--- src/rtl/adc32_seq_ctrl_pkg.sv ---
// rtl/adc32_seq_ctrl_pkg.sv - shared types and width helpers for the sequential adder controller
package adc32_seq_ctrl_pkg;

  typedef enum logic [1:0] {
    ST_IDLE = 2'd0,
    ST_RUN  = 2'd1,
    ST_DONE = 2'd2
  } state_t;

  localparam int unsigned DEF_WIDTH = 32;

  // Operands are consumed one nibble per step, so the width must split into at least two nibbles.
  function automatic bit width_ok(input int unsigned w);
    return ((w % 4) == 0) && (w >= 8);
  endfunction

  function automatic int unsigned nib_count(input int unsigned w);
    return w / 4;
  endfunction

endpackage

--- src/rtl/adc32_seq_ctrl_if.sv ---
// rtl/adc32_seq_ctrl_if.sv - start/busy/done operand and result bundle
interface adc32_seq_ctrl_if
  import adc32_seq_ctrl_pkg::*;
#(
  parameter int WIDTH = DEF_WIDTH
) ();

  logic             start;
  logic             sub;
  logic [WIDTH-1:0] a;
  logic [WIDTH-1:0] b;
  logic             cin;
  logic             busy;
  logic             done;
  logic [WIDTH-1:0] s;
  logic             co;
  logic             ovf;

  modport master (
    output start, sub, a, b, cin,
    input  busy, done, s, co, ovf
  );

  modport slave (
    input  start, sub, a, b, cin,
    output busy, done, s, co, ovf
  );

endinterface

--- src/rtl/adc32_seq_ctrl_add4b.sv ---
// rtl/adc32_seq_ctrl_add4b.sv - 4-bit carry-lookahead slice with group generate/propagate
module add4b (
  input  logic       C0,
  input  logic [3:0] ai,
  input  logic [3:0] bi,
  output logic [3:0] s,
  output logic       GG,
  output logic       GP
);

  logic [3:0] g;
  logic [3:0] p;
  logic [3:0] c;

  assign g = ai & bi;
  assign p = ai ^ bi;

  assign c[0] = C0;
  assign c[1] = g[0] | (p[0] & C0);
  assign c[2] = g[1] | (p[1] & g[0]) | (p[1] & p[0] & C0);
  assign c[3] = g[2] | (p[2] & g[1]) | (p[2] & p[1] & g[0]) | (p[2] & p[1] & p[0] & C0);

  assign s  = p ^ c;
  assign GG = g[3] | (p[3] & g[2]) | (p[3] & p[2] & g[1]) | (p[3] & p[2] & p[1] & g[0]);
  assign GP = &p;

endmodule

--- src/rtl/adc32_seq_ctrl.sv ---
// rtl/adc32_seq_ctrl.sv - nibble-serial add/subtract controller around a single add4b slice
module adc32_seq_ctrl
  import adc32_seq_ctrl_pkg::*;
#(
  parameter int WIDTH = DEF_WIDTH
) (
  input logic              clk,
  input logic              rst,
  adc32_seq_ctrl_if.slave  bus
);

  localparam int NIB = nib_count(WIDTH);
  localparam int KW  = (NIB > 1) ? $clog2(NIB) : 1;
  localparam int BW  = KW + 2;

  if (!width_ok(WIDTH)) begin : g_width_chk
    $error("adc32_seq_ctrl: WIDTH must be a multiple of 4 and at least 8");
  end

  state_t           state;
  state_t           state_nxt;
  logic [WIDTH-1:0] a_r;
  logic [WIDTH-1:0] b_r;
  logic             carry_r;
  logic [KW-1:0]    k;
  logic [WIDTH-1:0] s_r;
  logic             co_r;
  logic             ovf_r;

  logic [BW-1:0]    bit_idx;
  logic [3:0]       slice_s;
  logic             gg;
  logic             gp;
  logic             nib_co;
  logic             last;

  assign bit_idx = {k, 2'b00};
  assign nib_co  = gg | (gp & carry_r);
  assign last    = (k == KW'(NIB - 1));

  add4b u_slice (
    .C0 (carry_r),
    .ai (a_r[bit_idx +: 4]),
    .bi (b_r[bit_idx +: 4]),
    .s  (slice_s),
    .GG (gg),
    .GP (gp)
  );

  always_ff @(posedge clk) begin
    if (rst) begin
      state <= ST_IDLE;
    end else begin
      state <= state_nxt;
    end
  end

  always_comb begin
    state_nxt = state;
    case (state)
      ST_IDLE: if (bus.start) state_nxt = ST_RUN;
      ST_RUN:  if (last) state_nxt = ST_DONE;
      ST_DONE: state_nxt = ST_IDLE;
      default: state_nxt = ST_IDLE;
    endcase
  end

  // Subtraction reuses the adder: b is inverted at latch time and the carry-in forced high.
  always_ff @(posedge clk) begin
    if (rst) begin
      a_r     <= '0;
      b_r     <= '0;
      carry_r <= 1'b0;
      k       <= '0;
      s_r     <= '0;
      co_r    <= 1'b0;
      ovf_r   <= 1'b0;
    end else begin
      case (state)
        ST_IDLE: begin
          if (bus.start) begin
            a_r     <= bus.a;
            b_r     <= bus.b ^ {WIDTH{bus.sub}};
            carry_r <= bus.sub | bus.cin;
            k       <= '0;
            s_r     <= '0;
            co_r    <= 1'b0;
            ovf_r   <= 1'b0;
          end
        end
        ST_RUN: begin
          s_r[bit_idx +: 4] <= slice_s;
          carry_r           <= nib_co;
          k                 <= k + KW'(1);
          if (last) begin
            co_r  <= nib_co;
            ovf_r <= (a_r[WIDTH-1] == b_r[WIDTH-1]) & (slice_s[3] != a_r[WIDTH-1]);
          end
        end
        default: ;
      endcase
    end
  end

  assign bus.busy = (state != ST_IDLE);
  assign bus.done = (state == ST_DONE);
  assign bus.s    = s_r;
  assign bus.co   = co_r;
  assign bus.ovf  = ovf_r;

endmodule

--- src/flat_wrapper.sv ---
// flat-port wrapper written by rule: the top's interface ports become plain ports
module adc32_seq_ctrl_flat import adc32_seq_ctrl_pkg::*;
#(
  parameter int WIDTH = DEF_WIDTH
)
  (clk, rst, bus_start, bus_sub, bus_a, bus_b, bus_cin, bus_busy, bus_done, bus_s, bus_co, bus_ovf);
  adc32_seq_ctrl_if #(.WIDTH(WIDTH)) bus_i ();
  input logic clk;
  input logic rst;
  input wire logic [$bits(bus_i.start)-1:0] bus_start;
  input wire logic [$bits(bus_i.sub)-1:0] bus_sub;
  input wire logic [$bits(bus_i.a)-1:0] bus_a;
  input wire logic [$bits(bus_i.b)-1:0] bus_b;
  input wire logic [$bits(bus_i.cin)-1:0] bus_cin;
  output wire logic [$bits(bus_i.busy)-1:0] bus_busy;
  output wire logic [$bits(bus_i.done)-1:0] bus_done;
  output wire logic [$bits(bus_i.s)-1:0] bus_s;
  output wire logic [$bits(bus_i.co)-1:0] bus_co;
  output wire logic [$bits(bus_i.ovf)-1:0] bus_ovf;
  assign bus_i.start = bus_start;
  assign bus_i.sub = bus_sub;
  assign bus_i.a = bus_a;
  assign bus_i.b = bus_b;
  assign bus_i.cin = bus_cin;
  assign bus_busy = bus_i.busy;
  assign bus_done = bus_i.done;
  assign bus_s = bus_i.s;
  assign bus_co = bus_i.co;
  assign bus_ovf = bus_i.ovf;
  adc32_seq_ctrl #(.WIDTH(WIDTH)) u_core (.clk(clk), .rst(rst), .bus(bus_i));
endmodule
--- config.mk ---
export PLATFORM = sky130hd
export DESIGN_NAME = adc32_seq_ctrl_flat
export DESIGN_NICKNAME = d
export VERILOG_FILES = /design/src/rtl/adc32_seq_ctrl_pkg.sv /design/src/rtl/adc32_seq_ctrl_if.sv /design/src/rtl/adc32_seq_ctrl_add4b.sv /design/src/rtl/adc32_seq_ctrl.sv /design/src/flat_wrapper.sv
export SDC_FILE = /design/constraint.sdc
export NUM_CORES = 1
export LEC_CHECK = 0
export ABC_AREA = 1
export BUFFER_PORTS_ARGS = -buffer_cell sky130_fd_sc_hd__buf_2
export CAP_MARGIN = 20
export CORE_MARGIN = 4
export CORE_UTILIZATION = 45
export DETAILED_ROUTE_END_ITERATION = 12
export GPL_ROUTABILITY_DRIVEN = 0
export PLACE_DENSITY = 0.76
export SETUP_SLACK_MARGIN = 0.05
export SLEW_MARGIN = 20
export SYNTH_ARGS = -nofsm -noshare
export SYNTH_HDL_FRONTEND = slang
export SYNTH_SLANG_ARGS = --single-unit
--- constraint.sdc ---
create_clock -name clk -period 5.05 [get_ports clk]
set_input_delay 0.2525 -clock clk [delete_from_list [all_inputs] [get_ports clk]]
set_output_delay 0.2525 -clock clk [all_outputs]
set_load 0.02 [all_outputs]
==> metrics.cfg, run 1 <==
[placement]
pre_cts_ws_ns=1.917
hpwl_um=8996
numPortBuffers=104

[worst_setup_path]
path_common_cell=nand2_1
worst_r2r_endpoint=u_core.bus.s[15]$_SDFFE_PP0P_
slowest_stage=dfxtp_1
critPathMaxStageDelay_ns=0.82
crit_family=simple AND/OR/NAND/NOR gates
crit_chain=inv_2 -> a21oi_1 -> o21ai_0 -> nand2_1 -> nor2_1 -> a31oi_1 -> ha_1 -> nand2_1 -> nand2_1 -> nand2_1 -> nand2_1 -> nand2_1 -> nand2_1 -> nand2_1 -> a21oi_1
endpoint_kind=flop
path_buf_inv=1
r2r-start=u_core.k[1]$_SDFFE_PP0P_
crit_type=flop to flop
reg2reg_depth=15
critPathRequiredTime_ns=5.28
arrival_ns=3.47
critPathMaxFanout=21
start_kind=flop
r2r_setup_slack_ns=1.81

[route]
wl_um=12500
first_pass_iters=6
num_vias=4509
routedWlPerCell_um=14.45
routed_via_density=5.213
drt_iter0_markers=302
antenna_left=0
drc=0

[floorplan]
pin_count=105
initial_core_util_pct=46.91
dieArea_sq_mm=0.01264
core_sq_mm=0.01046
die_width_um=112.4
die-height_um=112.4
rows=37

[yosys]
syn_avg_cell_area_sq_um=7.575
synth_nets=727
ys_types=32
ys.flop_type=dfxtp_1
synthCells=648
synthTopCellsByArea=dfxtp_1, o21ai_0, nor2_1
syn_area_sq_mm=0.004908
synth_edf_count=0
ys_top_cells_by_count=nor2_1, dfxtp_1, nand2_1
ys_ff_latch=104
yosysSeqAreaShare_pct=42.42
synth_top_area_share_pct=42.42
async_flop_share_pct=0
ys_warn_count=0
yosysMostFrequentCell=nor2_1
synth_top_area_cell=dfxtp_1

[sta]
drv_slew=0
setup_viol=0
finalSetupTns_ns=0
timing.final.crit_share_pct=64.20
hold_viol=0
worst_pin_slew_ns=0.9542
finClkSkew_ns=0.01014
rsz0062_at_grt=no
relSlewSlack_pct=36.39
fmax_ghz=0.3084
fin_crit_ns=3.242
timing.final.ws_setup_ns=1.808

[hold_path]
holdPathStages=3
min_to=u_core.a_r[19]$_SDFFE_PP0P_
hold_path.class=input pin to flop
hold_start=bus_a[19]

[job]
max_cap_viol_count=0

[pwr]
seq_power_share_pct=49.7
p_int_mw=1.244
power_frac_clock_pct=29.2
p_comb_share_pct=21.1
cellPowerDensity_mw_per_mm2=321.9
p_sw_share_pct=31.21
peakVddDrop_v=0.0001584
leakagePower_nw=2.357
p_sw_mw=0.5645
p_total_mw=1.809

[clock_tree]
clk_path_buf_depth=2
cts_made_buffers=9
postCtsSetupBuffers=0
clk_pin_slew_ns=0.10
clock_sinks=104
clk_latency_ns=0.36
cts_max_level=3
postCtsResizedCells=0
cts_hold_buf=0
cts_tree=yes
clock-root-buffer=clkbuf_8

[global_route]
antenna_found_initial=0
gr-total-overflow=0
first_global_vias=4313
grt_pass1_wl_um=20390
grt_max_degree=73
grt_usage_pct=19.53

[layout]
final_layout_size_suffix_gt1_share_pct=21.26
synthToLayoutAreaGrowth_pct=14.48
finalNetCount=803
antennaDiodeCount=0

[outcome]
status=complete, no violations

[cell usage in the layout, fill, tap and decap left out, types with 10 or more instances in the layout]
master    synthesis  final
nor2_1          107    107
buf_2            10    104
dfxtp_1         104    104
nand2_1          92     92
o21ai_0          82     82
a21oi_1          74     74
inv_1            30     29
xor2_1           18     18
xnor2_1          15     15
a211oi_1         15     15
nor2_2           12     12
clkbuf_8          0     10
[worst min-delay path: stages]
cell	delay, ns
buf_2	0.07
o21ai_0	0.07
nor2_1	0.07
[sequential cells by signal (all words and copies together) (netlist names)]
register / count
u_core.b_r: 32
u_core.bus.ovf: 1
u_core.state: 2
u_core.a_r: 32
u_core.bus.s: 32
u_core.k: 3
u_core.bus.co: 1
u_core.carry_r: 1
[power groups by stage]
stage | Sequential [mW] | Combinational, mW | Clock (mW)
after floorplan | 0.910 | 0.278 | 0
after global placement | 0.917 | 0.363 | 0
after detailed placement | 0.918 | 0.377 | 0
after CTS | 0.899 | 0.379 | 0.536
after global routing | 0.905 | 0.432 | 0.568
final | 0.900 | 0.381 | 0.528
[final cells by class]
class	count	area (sq um)
fill	1007	4843
multi-input combinational	468	2492
sequential	104	2082
timing repair buffer	106	535.5
tap	136	170.2
clock buffer	11	141.4
inverter	35	135.1
clock inverter	5	62.56
[cell families (layout without fill, tap and decap cells)]
| family | after synthesis | count (layout) | share of synthesized area (%) |
|---|---|---|---|
| flip-flops | 104 | 104 | 42.42 |
| AND/OR/NAND/NOR | 237 | 237 | 21.64 |
| buffers and inverters | 76 | 157 | 6.806 |
| adder cells (fa/ha/maj) | 10 | 10 | 2.702 |
| XOR/XNOR | 34 | 34 | 6.220 |
| AO/OA/AOI/OAI | 187 | 187 | 20.21 |
[how the worst max path moves through the flow]
stage,from,end,slack (ns),cells after the start
after floorplan,u_core.k[1]$_SDFFE_PP0P_,u_core.bus.s[31]$_SDFFE_PP0P_,2.81,15
after global placement,u_core.k[1]$_SDFFE_PP0P_,u_core.bus.s[15]$_SDFFE_PP0P_,2.08,15
after detailed placement,u_core.k[1]$_SDFFE_PP0P_,u_core.bus.s[15]$_SDFFE_PP0P_,1.92,15
after CTS,u_core.k[1]$_SDFFE_PP0P_,u_core.bus.s[15]$_SDFFE_PP0P_,1.90,15
after global routing,u_core.k[1]$_SDFFE_PP0P_,u_core.bus.s[11]$_SDFFE_PP0P_,1.54,15
final,u_core.k[1]$_SDFFE_PP0P_,u_core.bus.s[15]$_SDFFE_PP0P_,1.81,15
[metal layers]
metal,vias to the layer above,track usage [%],part of all wire [%]
met3,23,2.534,5.0
met2,122,31.86,46
li1,2286,-,-
met4,0,6.651,2.0
met5,-,0,0
met1,2078,26.72,47
[per-stage QoR]
step                      cells  instance area, sq um  hold WS (ns)  util [%]
after floorplan             648                  4908        0.4192         -
after global placement      849                  5414        0.4465     51.75
after detailed placement    849                  5414        0.4514     51.75
after CTS                   865                  5618        0.1261     53.70
after global routing        865                  5619        0.1361     53.71
final                       865                  5619        0.1283     53.71
No activity file was read; power rests on OpenSTA's default activity.
==> run 2: changes to the inputs <==
==> constraint.sdc (replaced) <==
create_clock -name clk -period 3.4 [get_ports clk]
set_input_delay 0.17 -clock clk [delete_from_list [all_inputs] [get_ports clk]]
set_output_delay 0.17 -clock clk [all_outputs]
set_load 0.02 [all_outputs]
==> run 2 against run 1 <==
Effect of this change:
- via count fell by 1.4%
- total power rose by 49%
- fmax rose by 13%
- sequential power rose by 49%
- worst setup slack got worse by 1.3 ns
- non-clock buffer count rose by 5
- clock power rose by 47%
- first-iteration DRC count rose by 72%
- combinational power rose by 52%
- die area did not move
==> metrics.cfg, run 2 (same netlist as run 1, synthesis figures left out) <==
[outcome]
status=complete, no violations

[floorplan]
pin_count=105
die_width_um=112.4
die-height_um=112.4
core_sq_mm=0.01046
dieArea_sq_mm=0.01264
rows=37
initial_core_util_pct=46.91

[layout]
final_layout_size_suffix_gt1_share_pct=21.53
synthToLayoutAreaGrowth_pct=15.07
layout_commonest_cell=nor2_1
finalNetCount=808
final_cell_mix=nor2_1, buf_2, dfxtp_1
final.fill_count=1008
antennaDiodeCount=0

[worst_setup_path]
reg2reg_depth=15
arrival_ns=3.17
start_kind=flop
endpoint_kind=flop
r2r_setup_slack_ns=0.52
critPathMaxFanout=18
critPathRequiredTime_ns=3.69
worst_r2r_endpoint=u_core.bus.s[19]$_SDFFE_PP0P_
crit_type=flop to flop
r2r-start=u_core.k[1]$_SDFFE_PP0P_

[global_route]
grt_usage_pct=20.07
grt_pass1_wl_um=20900
gr-total-overflow=0
antenna_found_initial=0
grt_max_degree=73
first_global_vias=4300

[placement]
numPortBuffers=104
hpwl_um=9184
pre_cts_ws_ns=0.6276

[clock_tree]
clock_sinks=104
cts_tree=yes
postCtsResizedCells=0
clk_latency_ns=0.37
cts_made_buffers=9
clock-root-buffer=clkbuf_8
cts_hold_buf=0
postCtsSetupBuffers=0
clk_pin_slew_ns=0.09
cts_max_level=3
clk_path_buf_depth=2

[sta]
drv_slew=0
hold_viol=0
worst_pin_slew_ns=0.9504
hold_slack_ns=0.05182
timing.final.ws_setup_ns=0.5220
timing.final.crit_share_pct=84.65
finalSetupTns_ns=0
relSlewSlack_pct=36.64
rsz0062_at_grt=no
finClkSkew_ns=0.01384
fmax_ghz=0.3475
fin_crit_ns=2.878
setup_viol=0

[pwr]
seq_power_share_pct=49.6
cellPowerDensity_mw_per_mm2=476.3
p_sw_mw=0.8359
p_sw_share_pct=31.07
p_int_mw=1.854
leakagePower_nw=2.383
p_comb_share_pct=21.6
peakVddDrop_v=0.0001877
power_frac_clock_pct=28.8

[route]
routed_via_density=5.113
routedWlPerCell_um=14.23
wl_um=12380
top_layer_used=met4
first_pass_iters=5
wl_met3_um=655
antenna_left=0
dr_wl_met2_um=5666
drc=0
met1_length_um=5860
num_vias=4448
drt_iter0_markers=518

[hold_path]
hold_path.class=input pin to flop
hold_start=bus_a[28]
holdPathStages=3
min_to=u_core.a_r[28]$_SDFFE_PP0P_

[job]
max_cap_viol_count=0

==> run 2: how the worst max path moves through the flow <==
stage / startpoint / to / slack, ns
global route: u_core.k[1]$_SDFFE_PP0P_ / u_core.bus.s[19]$_SDFFE_PP0P_ / 0.28
floorplan: u_core.k[1]$_SDFFE_PP0P_ / u_core.bus.s[31]$_SDFFE_PP0P_ / 1.16
detailed placement: u_core.k[1]$_SDFFE_PP0P_ / u_core.bus.s[19]$_SDFFE_PP0P_ / 0.63
CTS: u_core.k[1]$_SDFFE_PP0P_ / u_core.bus.s[19]$_SDFFE_PP0P_ / 0.58
global placement: u_core.k[1]$_SDFFE_PP0P_ / u_core.bus.s[23]$_SDFFE_PP0P_ / 0.80
finish: u_core.k[1]$_SDFFE_PP0P_ / u_core.bus.s[19]$_SDFFE_PP0P_ / 0.52
==> run 2: per-stage QoR <==
step	util [%]	cell area, sq um	total power [mW]	instances
finish	53.98	5648	2.690	870
global route	53.98	5648	2.837	870
floorplan	-	4908	1.765	648
CTS	53.98	5648	2.697	870
global placement	52.10	5451	1.918	854
detailed placement	52.10	5451	1.936	854
==> run 2: final cells by class <==
cell class | instances | area, sq um | area share, %
multi-input combinational | 468 | 2492 | 44.13
clock buffer | 12 | 145.1 | 2.570
sequential | 104 | 2082 | 36.86
timing repair buffer | 111 | 573.1 | 10.15
clock inverter | 4 | 51.30 | 0.9083
inverter | 35 | 133.9 | 2.370
tap | 136 | 170.2 | 3.013
==> run 2: critical path, stage by stage, from the launching register on <==
cell,delay [ns]
dfxtp_1,0.43
buf_4,0.27
inv_2,0.16
a21oi_1,0.15
o21ai_0,0.10
nand2_1,0.07
nor2_1,0.04
a31oi_1,0.35
ha_1,0.32
nand2_1,0.07
nand2_1,0.04
nand2_1,0.10
nand3_1,0.11
nand2_1,0.31
nand2_1,0.09
a21oi_1,0.18
==> run 2: layer usage <==
layer	up-vias	track usage (%)
met5	-	0
met1	2013	27.84
met3	15	3.019
li1	2293	-
met4	0	6.651
met2	127	32.02
==> run 2: power by group through the flow <==
stage	Clock, mW	Combinational [mW]	Sequential [mW]
after global placement	0	0.557	1.36
after global routing	0.835	0.659	1.34
after CTS	0.784	0.579	1.33
after detailed placement	0	0.574	1.36
after floorplan	0	0.413	1.35
final	0.775	0.580	1.34
